`src/rtl/sync_fifo_if.sv`:
```
// Handshake and data bundle between a sync_fifo and its producer/consumer.
// The master side drives requests and write data; the slave side is the FIFO.
interface sync_fifo_if #(
    parameter int WIDTH = 8
);
    logic             wr_en;
    logic             rd_en;
    logic [WIDTH-1:0] data_in;
    logic [WIDTH-1:0] data_out;
    logic             empty;
    logic             full;

    modport master (
        output wr_en,
        output rd_en,
        output data_in,
        input  data_out,
        input  empty,
        input  full
    );

    modport slave (
        input  wr_en,
        input  rd_en,
        input  data_in,
        output data_out,
        output empty,
        output full
    );
endinterface

```
`src/rtl/sync_fifo.sv`:
```
// Single-clock FIFO of DEPTH words of WIDTH bits with a registered read port.
// DEPTH need not be a power of two, so the pointers wrap on an explicit compare.
module sync_fifo #(
    parameter int WIDTH = 8,
    parameter int DEPTH = 10
) (
    input  logic          clk,
    input  logic          n_reset,
    sync_fifo_if.slave    bus
);
    localparam int PW = (DEPTH > 1) ? $clog2(DEPTH) : 1;
    localparam int CW = $clog2(DEPTH + 1);
    localparam logic [PW-1:0] PTR_LAST = PW'(DEPTH - 1);

    logic [WIDTH-1:0] mem_r [DEPTH];
    logic [PW-1:0]    wr_ptr_r;
    logic [PW-1:0]    rd_ptr_r;
    logic [CW-1:0]    count_r;
    logic [WIDTH-1:0] data_out_r;

    logic [PW-1:0]    wr_ptr_nxt_s;
    logic [PW-1:0]    rd_ptr_nxt_s;
    logic [CW-1:0]    count_nxt_s;
    logic             wr_accept_s;
    logic             rd_accept_s;
    logic             empty_s;
    logic             full_s;

    // Flags come from the registered count only; requests are qualified against them.
    always_comb begin
        empty_s     = (count_r == {CW{1'b0}});
        full_s      = (count_r == CW'(DEPTH));
        wr_accept_s = bus.wr_en && !full_s;
        rd_accept_s = bus.rd_en && !empty_s;
    end

    // Next pointer and occupancy values.
    always_comb begin
        wr_ptr_nxt_s = wr_ptr_r;
        rd_ptr_nxt_s = rd_ptr_r;
        count_nxt_s  = count_r;
        if (wr_accept_s) begin
            if (wr_ptr_r == PTR_LAST) begin
                wr_ptr_nxt_s = {PW{1'b0}};
            end else begin
                wr_ptr_nxt_s = wr_ptr_r + PW'(1);
            end
        end else begin
            wr_ptr_nxt_s = wr_ptr_r;
        end
        if (rd_accept_s) begin
            if (rd_ptr_r == PTR_LAST) begin
                rd_ptr_nxt_s = {PW{1'b0}};
            end else begin
                rd_ptr_nxt_s = rd_ptr_r + PW'(1);
            end
        end else begin
            rd_ptr_nxt_s = rd_ptr_r;
        end
        case ({wr_accept_s, rd_accept_s})
            2'b10:   count_nxt_s = count_r + CW'(1);
            2'b01:   count_nxt_s = count_r - CW'(1);
            default: count_nxt_s = count_r;
        endcase
    end

    // Pointer, count and read-data registers; reset discards all stored words.
    always_ff @(posedge clk or negedge n_reset) begin
        if (!n_reset) begin
            wr_ptr_r   <= {PW{1'b0}};
            rd_ptr_r   <= {PW{1'b0}};
            count_r    <= {CW{1'b0}};
            data_out_r <= {WIDTH{1'b0}};
        end else begin
            wr_ptr_r <= wr_ptr_nxt_s;
            rd_ptr_r <= rd_ptr_nxt_s;
            count_r  <= count_nxt_s;
            if (rd_accept_s) begin
                data_out_r <= mem_r[rd_ptr_r];
            end else begin
                data_out_r <= data_out_r;
            end
        end
    end

    // Storage array is deliberately left unreset.
    always_ff @(posedge clk) begin
        if (wr_accept_s) begin
            mem_r[wr_ptr_r] <= bus.data_in;
        end
    end

    assign bus.data_out = data_out_r;
    assign bus.empty    = empty_s;
    assign bus.full     = full_s;
endmodule

```
`src/flat_wrapper.sv`:
```
// flat-port wrapper written by rule: the top's interface ports become plain ports
module sync_fifo_flat 
#(
    parameter int WIDTH = 8,
    parameter int DEPTH = 10
)
  (clk, n_reset, bus_wr_en, bus_rd_en, bus_data_in, bus_data_out, bus_empty, bus_full);
  sync_fifo_if #(.WIDTH(WIDTH)) bus_i ();
  input  logic clk;
  input  logic n_reset;
  input wire logic [$bits(bus_i.wr_en)-1:0] bus_wr_en;
  input wire logic [$bits(bus_i.rd_en)-1:0] bus_rd_en;
  input wire logic [$bits(bus_i.data_in)-1:0] bus_data_in;
  output wire logic [$bits(bus_i.data_out)-1:0] bus_data_out;
  output wire logic [$bits(bus_i.empty)-1:0] bus_empty;
  output wire logic [$bits(bus_i.full)-1:0] bus_full;
  assign bus_i.wr_en = bus_wr_en;
  assign bus_i.rd_en = bus_rd_en;
  assign bus_i.data_in = bus_data_in;
  assign bus_data_out = bus_i.data_out;
  assign bus_empty = bus_i.empty;
  assign bus_full = bus_i.full;
  sync_fifo #(.WIDTH(WIDTH), .DEPTH(DEPTH)) u_core (.clk(clk), .n_reset(n_reset), .bus(bus_i));
endmodule
```
`config.mk`:
```
export PLATFORM = sky130hd
export DESIGN_NAME = sync_fifo_flat
export DESIGN_NICKNAME = d
export VERILOG_FILES = /design/src/rtl/sync_fifo_if.sv /design/src/rtl/sync_fifo.sv /design/src/flat_wrapper.sv
export SDC_FILE = /design/constraint.sdc
export NUM_CORES = 1
export LEC_CHECK = 0
export BUFFER_PORTS_ARGS = -buffer_cell sky130_fd_sc_hd__buf_4
export CORE_MARGIN = 8
export CORE_UTILIZATION = 45
export DETAILED_ROUTE_END_ITERATION = 6
export PLACE_DENSITY_LB_ADDON = 0.2
export SLEW_MARGIN = 20
export SYNTH_ARGS = -nofsm -noshare
export SYNTH_HDL_FRONTEND = slang
export SYNTH_SLANG_ARGS = --single-unit
```
`constraint.sdc`:
```
create_clock -name clk -period 3 [get_ports clk]
set_input_delay 0 -clock clk [delete_from_list [all_inputs] [get_ports clk]]
set_output_delay 0 -clock clk [all_outputs]
set_load 0.05 [all_outputs]
```
# ---- Word level (Yosys, flattened, before mapping)
# Memories as Yosys holds them, arrays and structs flattened. A register that Yosys moved wholly into a read port is not among the register bits.
# Cells that the tools add are included.
dict set report totals {
  ff_bits 12
  word_cells 25
  memories 1
  ram_bits 80
  out_inout_bits 10
}
# name depth word_bits rd rd_ports_with_merged_regs write_ports line
set mem_list {}
lappend mem_list {u_core.mem_r 10 8 1 1 1 sync_fifo.sv:15} ;# logic [WIDTH-1:0] mem_r [DEPTH];
dict set report op_classes {
  eq_ne 5
  reduce_logical 7
  addsub 4
  muxes 5
}
# op count
set ops {}
lappend ops {{4-bit by 1-bit adder with 4-bit output, second input constant} 3}
lappend ops {{4-bit == test, second input constant} 3}
lappend ops {{4-bit 2-to-1 mux} 2}
lappend ops {{4-bit one-hot mux with 2 select lines} 1}
lappend ops {{4-bit logical NOT} 1}
lappend ops {{4-bit by 1-bit subtractor with 4-bit output, second input constant} 1}
lappend ops {{1-bit logical NOT} 3}
lappend ops {{2-bit by 1-bit == test with 1-bit output, second input constant} 1}
lappend ops {{2-bit == test, second input constant} 1}
lappend ops {{1-bit logical AND} 2}
lappend ops {{1-bit 2-to-1 mux} 2}
lappend ops {{2-bit nonzero test} 1}

# ---- Logic depth before layout (Yosys ltp)
# Gate-level depths: netlist of run 1.
dict set report depth {
  ltp_word 5
  depth_mapped 8
  ltp_nobuf 8
}

# ---- Least setup slack after synthesis of run 1
# Ideal clock, no wire load.
dict set report synth_path {
  path_kind {register to register}
  from {reg u_core.count_r[0]}
  to {reg u_core.count_r[3]}
  required_ps 2884
  synth_period_minus_slack_ps 2317
  path_stages_with_launch 8
  arrival_ps 2202
  setup_slack_ps 683
  cell_sequence {dfrtp_1 -> o41ai_4 -> inv_2 -> ha_1 -> ha_1 -> a21oi_1 -> o21ai_0 -> o311ai_0}
}
dict set report synth_between {
  elab_chain_cells 5
}
# element line
set synth_lines {}
lappend synth_lines {{start: declaration} sync_fifo.sv:18} ;# logic [CW-1:0] count_r;
lappend synth_lines {{start signal: assignment} sync_fifo.sv:72} ;# count_r <= {CW{1'b0}};
lappend synth_lines {{start signal: assignment} sync_fifo.sv:77} ;# count_r <= count_nxt_s;
lappend synth_lines {{4-bit logical NOT (*)} sync_fifo.sv:31} ;# empty_s = (count_r == {CW{1'b0}});
lappend synth_lines {{1-bit logical NOT (*)} sync_fifo.sv:34} ;# rd_accept_s = bus.rd_en && !empty_s;
lappend synth_lines {{1-bit logical AND (*)} sync_fifo.sv:34}
lappend synth_lines {{named net u_core.rd_accept_s} sync_fifo.sv:25} ;# logic rd_accept_s;
lappend synth_lines {{2-bit by 1-bit == test with 1-bit output / 2-bit == test (equally long branches)} sync_fifo.sv:60} ;# case ({wr_accept_s, rd_accept_s})
lappend synth_lines {{4-bit one-hot mux with 2 select lines / 2-bit nonzero test (equally long branches)} n/a}
# The timed path passes the listed nets; every way through them passes the cells marked *.
# A chain may end at the register's enable or synchronous reset.

# ---- Worst setup path after layout of run 1
dict set report layout_path {
  from {reg u_core.count_r[0]}
  to {reg u_core.count_r[3]}
}
dict set report layout_between {
  elab_chain_cells 5
}
# element line
set layout_lines {}
lappend layout_lines {{4-bit == test / 4-bit logical NOT (equally long branches)} {sync_fifo.sv:32, sync_fifo.sv:31}}
lappend layout_lines {{1-bit logical NOT, on equally long branches} {sync_fifo.sv:33, sync_fifo.sv:34}}
lappend layout_lines {{1-bit logical AND, on equally long branches} {sync_fifo.sv:33, sync_fifo.sv:34}}
lappend layout_lines {{2-bit by 1-bit == test with 1-bit output / 2-bit == test (equally long branches)} sync_fifo.sv:60}
lappend layout_lines {{4-bit one-hot mux with 2 select lines / 2-bit nonzero test (equally long branches)} n/a}
# Several ways; a longest one is shown, not always the timed one.

==> results of run 1 <==
## final timing paths
| check | endpoint | slack (ns) | depth (start not counted) |
|---|---|---|---|
| worst max register to register | u_core.count_r[3] | 0.48 | 7 |
| worst min register to register | u_core.bus.data_out[6] | 0.47 | 2 |
| min in group clk | u_core.wr_ptr_r[1] | 0.06 | 3 |
| worst max-delay path | u_core.count_r[3] | 0.48 | 7 |
| max in group asynchronous | u_core.bus.data_out[0] | 2.72 | 2 |
| worst min-delay path | u_core.wr_ptr_r[2] | 0.06 | 2 |
## placed cells by master, fill, tap and decap left out, types with 4 or more instances in the layout
| cell | count |
|---|---|
| a21oi_1 | 10 |
| buf_4 | 31 |
| clkbuf_8 | 9 |
| dfrtp_1 | 20 |
| dlygate4sd3_1 | 9 |
| edfxtp_1 | 80 |
| inv_1 | 8 |
| mux2_2 | 9 |
| mux2i_1 | 9 |
| mux4_1 | 9 |
| mux4_2 | 7 |
| nand2_1 | 22 |
| nor2_1 | 9 |
| nor3_1 | 5 |
| o21ai_0 | 4 |
| o21ai_1 | 6 |
| xnor2_1 | 5 |
## cell type report
type                       count  area [um2]
clock buffer                  11         131
clock inverter                 5        62.6
fill                         757        4340
inverter                      10        37.5
multi-input combinational    124        1130
sequential                   100        2900
tap                          111         139
timing repair buffer          40         323
## layer usage
layer / vias up / GRT usage (%) / wire [um]
met3: 4 / 3.79 / 320
met5: - / 0 / 0
met2: 45 / 18.6 / 3310
met4: 0 / 3.83 / 59
li1: 1019 / - / -
met1: 1063 / 15.9 / 3250
## report_power, final
part | leakage (uW) | switching [uW] | total (uW) | internal [uW]
Sequential | 0.000962 | 227 | 1980 | 1750
Combinational | 0.000676 | 806 | 1470 | 659
Clock | 0.0000901 | 443 | 834 | 391
## repair_timing
action                                 CTS  global route
resized for setup                        0             0
endpoints found under the hold margin  100             0
hold buffers                             9             0
## flip-flops by register name, indices dropped and copies added (netlist names)
signal and cells:
u_core.bus.data_out 8, u_core.rd_ptr_r 4, u_core.mem_r 80, u_core.count_r 4
u_core.wr_ptr_r 4
## metrics by stage
stage          cells  utilization, %  total power (uW)
3_5_place_dp     376            49.0              3490
4_1_cts          401            52.1              4330
6_report         401            52.1              4280
3_3_place_gp     376            49.0              3470
5_1_grt          401            52.1              4550
2_1_floorplan    245               -              3120
## cell families after synthesis
kind of cell               count (synthesis)  synth area share, %
DFF                                      100                 70.2
and+or+nand+nor                           52                 6.05
muxes                                     34                 14.2
AOI/OAI and AO/OA                         28                 4.42
buffers and inverters                     21                 2.54
xor gates and xnor gates                   6                 1.27
adders and majority gates                  4                 1.39
==> impl_metrics.py, run 1 <==
metrics = {
    "sta": {
        "finalSetupViolCount": 0,
        "rsz0062_at_grt": "no",
        "worst_slew_pin_slew_ns": 0.864,
        "slew_headroom_pct": 42.2,
        "min_period_over_period_pct": 83.9,
        "hold_ws_ns": 0.0571,
        "fin_crit_ns": 2.52,
        "setup_slack_ns": 0.483,
        "hold_violations": 0,
        "finalMaxSlewViolations": 0,
        "fmax_mhz": 397,
        "skew_ns": 0.00814,
        "tns_ns": 0,
    },
    "placed_design": {
        "globalplace.congestion": 0.726,
        "io_buffers": 21,
        "dp_slack_ns": 0.536,
        "place_area_mm2": 0.00444,
        "hpwlAfterDp_um": 4600,
    },
    "logic_synthesis": {
        "yosysMostFrequentCell": "edfxtp_1",
        "yosys_warnings": 0,
        "synth_area_leaders": "edfxtp_1 58%, dfrtp_1 12%, mux4_1 5.7%",
        "syn_area_per_cell_um2": 16.9,
        "synth_common_cells": "80 x edfxtp_1, 22 x nand2_1, 20 x dfrtp_1",
        "synth_top_cell_by_area": "edfxtp_1",
        "synth_cell_types": 38,
        "syn_inst": 245,
        "yosys.area.top_type_share_pct": 58.1,
        "synth-seq-cells": 100,
        "synth_ff_type": "edfxtp_1",
        "synth.yosys.seq_area_share_pct": 70.2,
        "synth-edff-count": 80,
        "synth_nets": 261,
        "synthArstFlopShare_pct": 20.0,
        "netlist_area_mm2": 0.00414,
    },
    "critical_path": {
        "required_ns": 3.24,
        "cp-startpoint": "u_core.count_r[0]",
        "crit_chain": "nand4bb_1, nand2_1, ha_1, ha_1, a21oi_1, o21ai_0, o311ai_0",
        "crit_top_cell": "ha_1",
        "cp-start-kind": "flop",
        "cpMaxStageDelayCell": "dfrtp_1",
        "cp_top_family": "compound AO/OA/AOI/OAI gates",
        "end_kind": "flop",
        "critPathKind": "flop to flop",
        "crit_fanout": 8,
        "r2r-start": "u_core.count_r[0]",
        "crit_arrival_ns": 2.76,
        "cp_num_buf_inv": 0,
        "cpPeakStageDelay_ns": 0.47,
    },
    "die": {
        "dieHeight_um": 112,
        "start_util_pct": 45.6,
        "die-area_mm2": 0.0125,
        "ios": 22,
        "core_region_area_mm2": 0.00906,
        "die_w_um": 112,
        "row_count": 35,
    },
    "global_routing": {
        "grt_pass1_wl_um": 11500,
        "overflow": 0,
        "track_usage_pct": 12.1,
        "grt_start_max_net_pins": 29,
        "grt_pass1_vias": 2139,
        "antenna_found_initial": 0,
    },
    "clock_network": {
        "cts_num_sinks": 100,
        "clock_path_buffers": 2,
        "htreeDepth": 3,
        "cts-root-buf": "clkbuf_8",
        "numCtsBuffers": 9,
        "clock_latency_ns": 0.35,
        "cts_tree": "yes",
        "postCtsSetupBuffers": 0,
        "clk_pin_slew_ns": 0.09,
    },
    "pwr": {
        "peakVddDrop_mv": 0.324,
        "power.leakage_uw": 0.00173,
        "p_per_area_mw_per_mm2": 905,
    },
    "routing": {
        "drc": 0,
        "viasPerCell": 5.31,
        "vias": 2131,
        "first_iter_violations": 179,
        "antenna_left": 0,
        "firstDrtPassIters": 4,
        "drt-total-wl_um": 6940,
        "wl_per_cell_um": 17.3,
    },
    "flow_run": {
        "drv_cap": 0,
    },
    "layout": {
        "drive_gt1_share_pct": 22.4,
        "fin_area_mm2": 0.00472,
        "n_antenna_cell": 0,
        "syn_to_final_growth_pct": 14.2,
        "nNetsFinal": 301,
    },
    "worst_hold_path": {
        "hold_class": "primary input to async pin",
    },
    "outcome": {
        "outcome": "complete, no violations",
    },
}
No activity file was read; power rests on OpenSTA's default activity.
==> run 2: changes to the inputs <==
==> constraint.sdc (replaced) <==
create_clock -name clk -period 2 [get_ports clk]
set_input_delay 0 -clock clk [delete_from_list [all_inputs] [get_ports clk]]
set_output_delay 0 -clock clk [all_outputs]
set_load 0.05 [all_outputs]
==> run 2 against run 1 <==
Sequential share of layout area down 2.2 points. Final cell count rose by 3.5%. Hold slack worse by 0.012 ns. Largest cell class unchanged. Critical endpoint unchanged. Register-to-register slack got worse by 0.47 ns. Clock-buffer cell count decreased by 2. Critical path depth increased by 1. Worst setup slack worse by 0.47 ns. Sequential power up 46%. Die area unchanged. Clock skew up 0.0083 ns. First-iteration DRC count down 42%.
==> impl_metrics.py, run 2 (synthesis results as in run 1) <==
metrics = {
    "worst_hold_path": {
        "hold_class": "primary input to async pin",
    },
    "global_routing": {
        "grt_start_max_net_pins": 29,
        "grt_pass1_vias": 2181,
        "overflow": 0,
        "track_usage_pct": 12.2,
        "grt_pass1_wl_um": 11700,
        "antenna_found_initial": 0,
    },
    "flow_run": {
        "drv_cap": 0,
    },
    "sta": {
        "slew_headroom_pct": 62.7,
        "rsz0062_at_grt": "yes",
        "fmax_mhz": 504,
        "min_period_over_period_pct": 99.3,
        "finalMaxSlewViolations": 0,
        "fin_crit_ns": 1.99,
        "worst_slew_pin_slew_ns": 0.559,
        "finalSetupViolCount": 0,
        "skew_ns": 0.0164,
        "hold_violations": 0,
        "setup_slack_ns": 0.0141,
        "hold_ws_ns": 0.0448,
    },
    "clock_network": {
        "numCtsBuffers": 9,
        "clock_path_buffers": 2,
        "cts-root-buf": "clkbuf_8",
        "cts_num_sinks": 100,
        "clock_latency_ns": 0.37,
        "cts_tree": "yes",
        "htreeDepth": 3,
        "clk_pin_slew_ns": 0.10,
    },
    "die": {
        "die_w_um": 112,
        "core_region_area_mm2": 0.00906,
        "die-area_mm2": 0.0125,
        "row_count": 35,
        "start_util_pct": 45.6,
        "dieHeight_um": 112,
        "ios": 22,
    },
    "routing": {
        "first_iter_violations": 104,
        "firstDrtPassIters": 4,
        "drt-total-wl_um": 7240,
        "antenna_left": 0,
        "vias": 2204,
        "wl_per_cell_um": 17.4,
        "viasPerCell": 5.31,
        "drc": 0,
    },
    "critical_path": {
        "cp-start-kind": "flop",
        "crit_chain": "o41ai_4, inv_2, ha_4, ha_4, inv_1, nor4_1, nand4b_1, o311ai_1",
        "critPathKind": "flop to flop",
        "crit_fanout": 3,
        "cpMaxStageDelayCell": "dfrtp_1",
        "crit_top_cell": "ha_4",
        "required_ns": 2.24,
        "end_kind": "flop",
        "reg2reg_depth": 8,
        "crit_arrival_ns": 2.22,
        "cpPeakStageDelay_ns": 0.42,
        "r2r_slack_ns": 0.01,
    },
    "layout": {
        "largest_register_ffs": 80,
        "syn_to_final_growth_pct": 18.5,
        "n_antenna_cell": 0,
        "layout_commonest_cell": "edfxtp_1",
        "nNetsFinal": 315,
        "mostFrequentLayoutCells": "80 x edfxtp_1, 44 x buf_4, 21 x nand2_1",
        "max_flop_register": "u_core.mem_r",
        "drive_gt1_share_pct": 28.6,
    },
    "outcome": {
        "outcome": "complete, no violations",
    },
    "placed_design": {
        "globalplace.congestion": 0.738,
        "io_buffers": 21,
        "hpwlAfterDp_um": 4740,
        "dp_slack_ns": -0.0648,
    },
    "pwr": {
        "p_per_area_mw_per_mm2": 1360,
        "power.leakage_uw": 0.00181,
        "peakVddDrop_mv": 0.552,
    },
}
==> run 2: cell count changes in the layout (fill, tap and decap cells not counted), moves of 2 or more <==
cell,delta
buf_4,+13
clkbuf_1,-2
ha_1,-2
ha_4,+2
inv_8,+3
==> run 2: routing by layer <==
layer | GRT usage [%] | part of all wire (%) | vias to the layer above
met3 | 2.60 | 3.6 | 10
met4 | 5.20 | 1.6 | 0
met1 | 16.6 | 48 | 1101
li1 | - | - | 1053
met5 | 0 | 0 | -
met2 | 18.6 | 47 | 40
==> run 2: path summary, 6_finish.rpt <==
check | startpoint | end
setup / recovery | u_core.count_r[3] | u_core.count_r[3]
hold / removal | n_reset | u_core.wr_ptr_r[2]
setup reg to reg | u_core.count_r[3] | u_core.count_r[3]
hold reg to reg | u_core.bus.data_out[3] | u_core.bus.data_out[3]
max in group asynchronous | n_reset | u_core.wr_ptr_r[3]
min in group clk | bus_wr_en | u_core.wr_ptr_r[1]
==> run 2: area by class of cell <==
class	instances	area [um2]
Fill cell	715	4170
Tap cell	111	139
Timing Repair Buffer	54	440
Sequential cell	100	2900
Inverter	10	37.5
Clock inverter	7	75.1
Clock buffer	9	124
Multi-Input combinational cell	124	1180
==> run 2: critical path: cells and delay by family, from the launching register on <==
kind,cells,cell delay [ns]
adders and majority gates,2,0.44
AOI/OAI and AO/OA,2,0.48
DFF,1,0.42
buffers and inverters,2,0.14
and+or+nand+nor,2,0.36
==> run 2: timing repair <==
action / CTS / global route
buffers inserted: 1 / 1
gates resized for setup: 4 / 1
endpoints found under the hold margin: 100 / 0
endpoints found under the setup margin: 1 / 3
hold buffers: 9 / 0
pin swaps: 4 / 2
cloned: 0 / 0
==> run 2: metrics by stage <==
stage / power (uW) / util, % / cells / setup TNS, ns / area, um2
finish: 6690 / 54.1 / 415 / 0 / 4900
detailed placement: 5430 / 50.4 / 388 / -0.0648 / 4560
global route: 7080 / 54.1 / 415 / -0.0806 / 4900
CTS: 6740 / 53.8 / 414 / -0.00675 / 4880
global placement: 5380 / 50.4 / 388 / -0.0336 / 4560
floorplan: 4710 / - / 245 / -1.30 / 4160
==> run 2: report_power, final <==
part	switching (uW)	internal, uW
registers	263	2620
logic	1380	1170
clock network	759	495
total	2400	4290
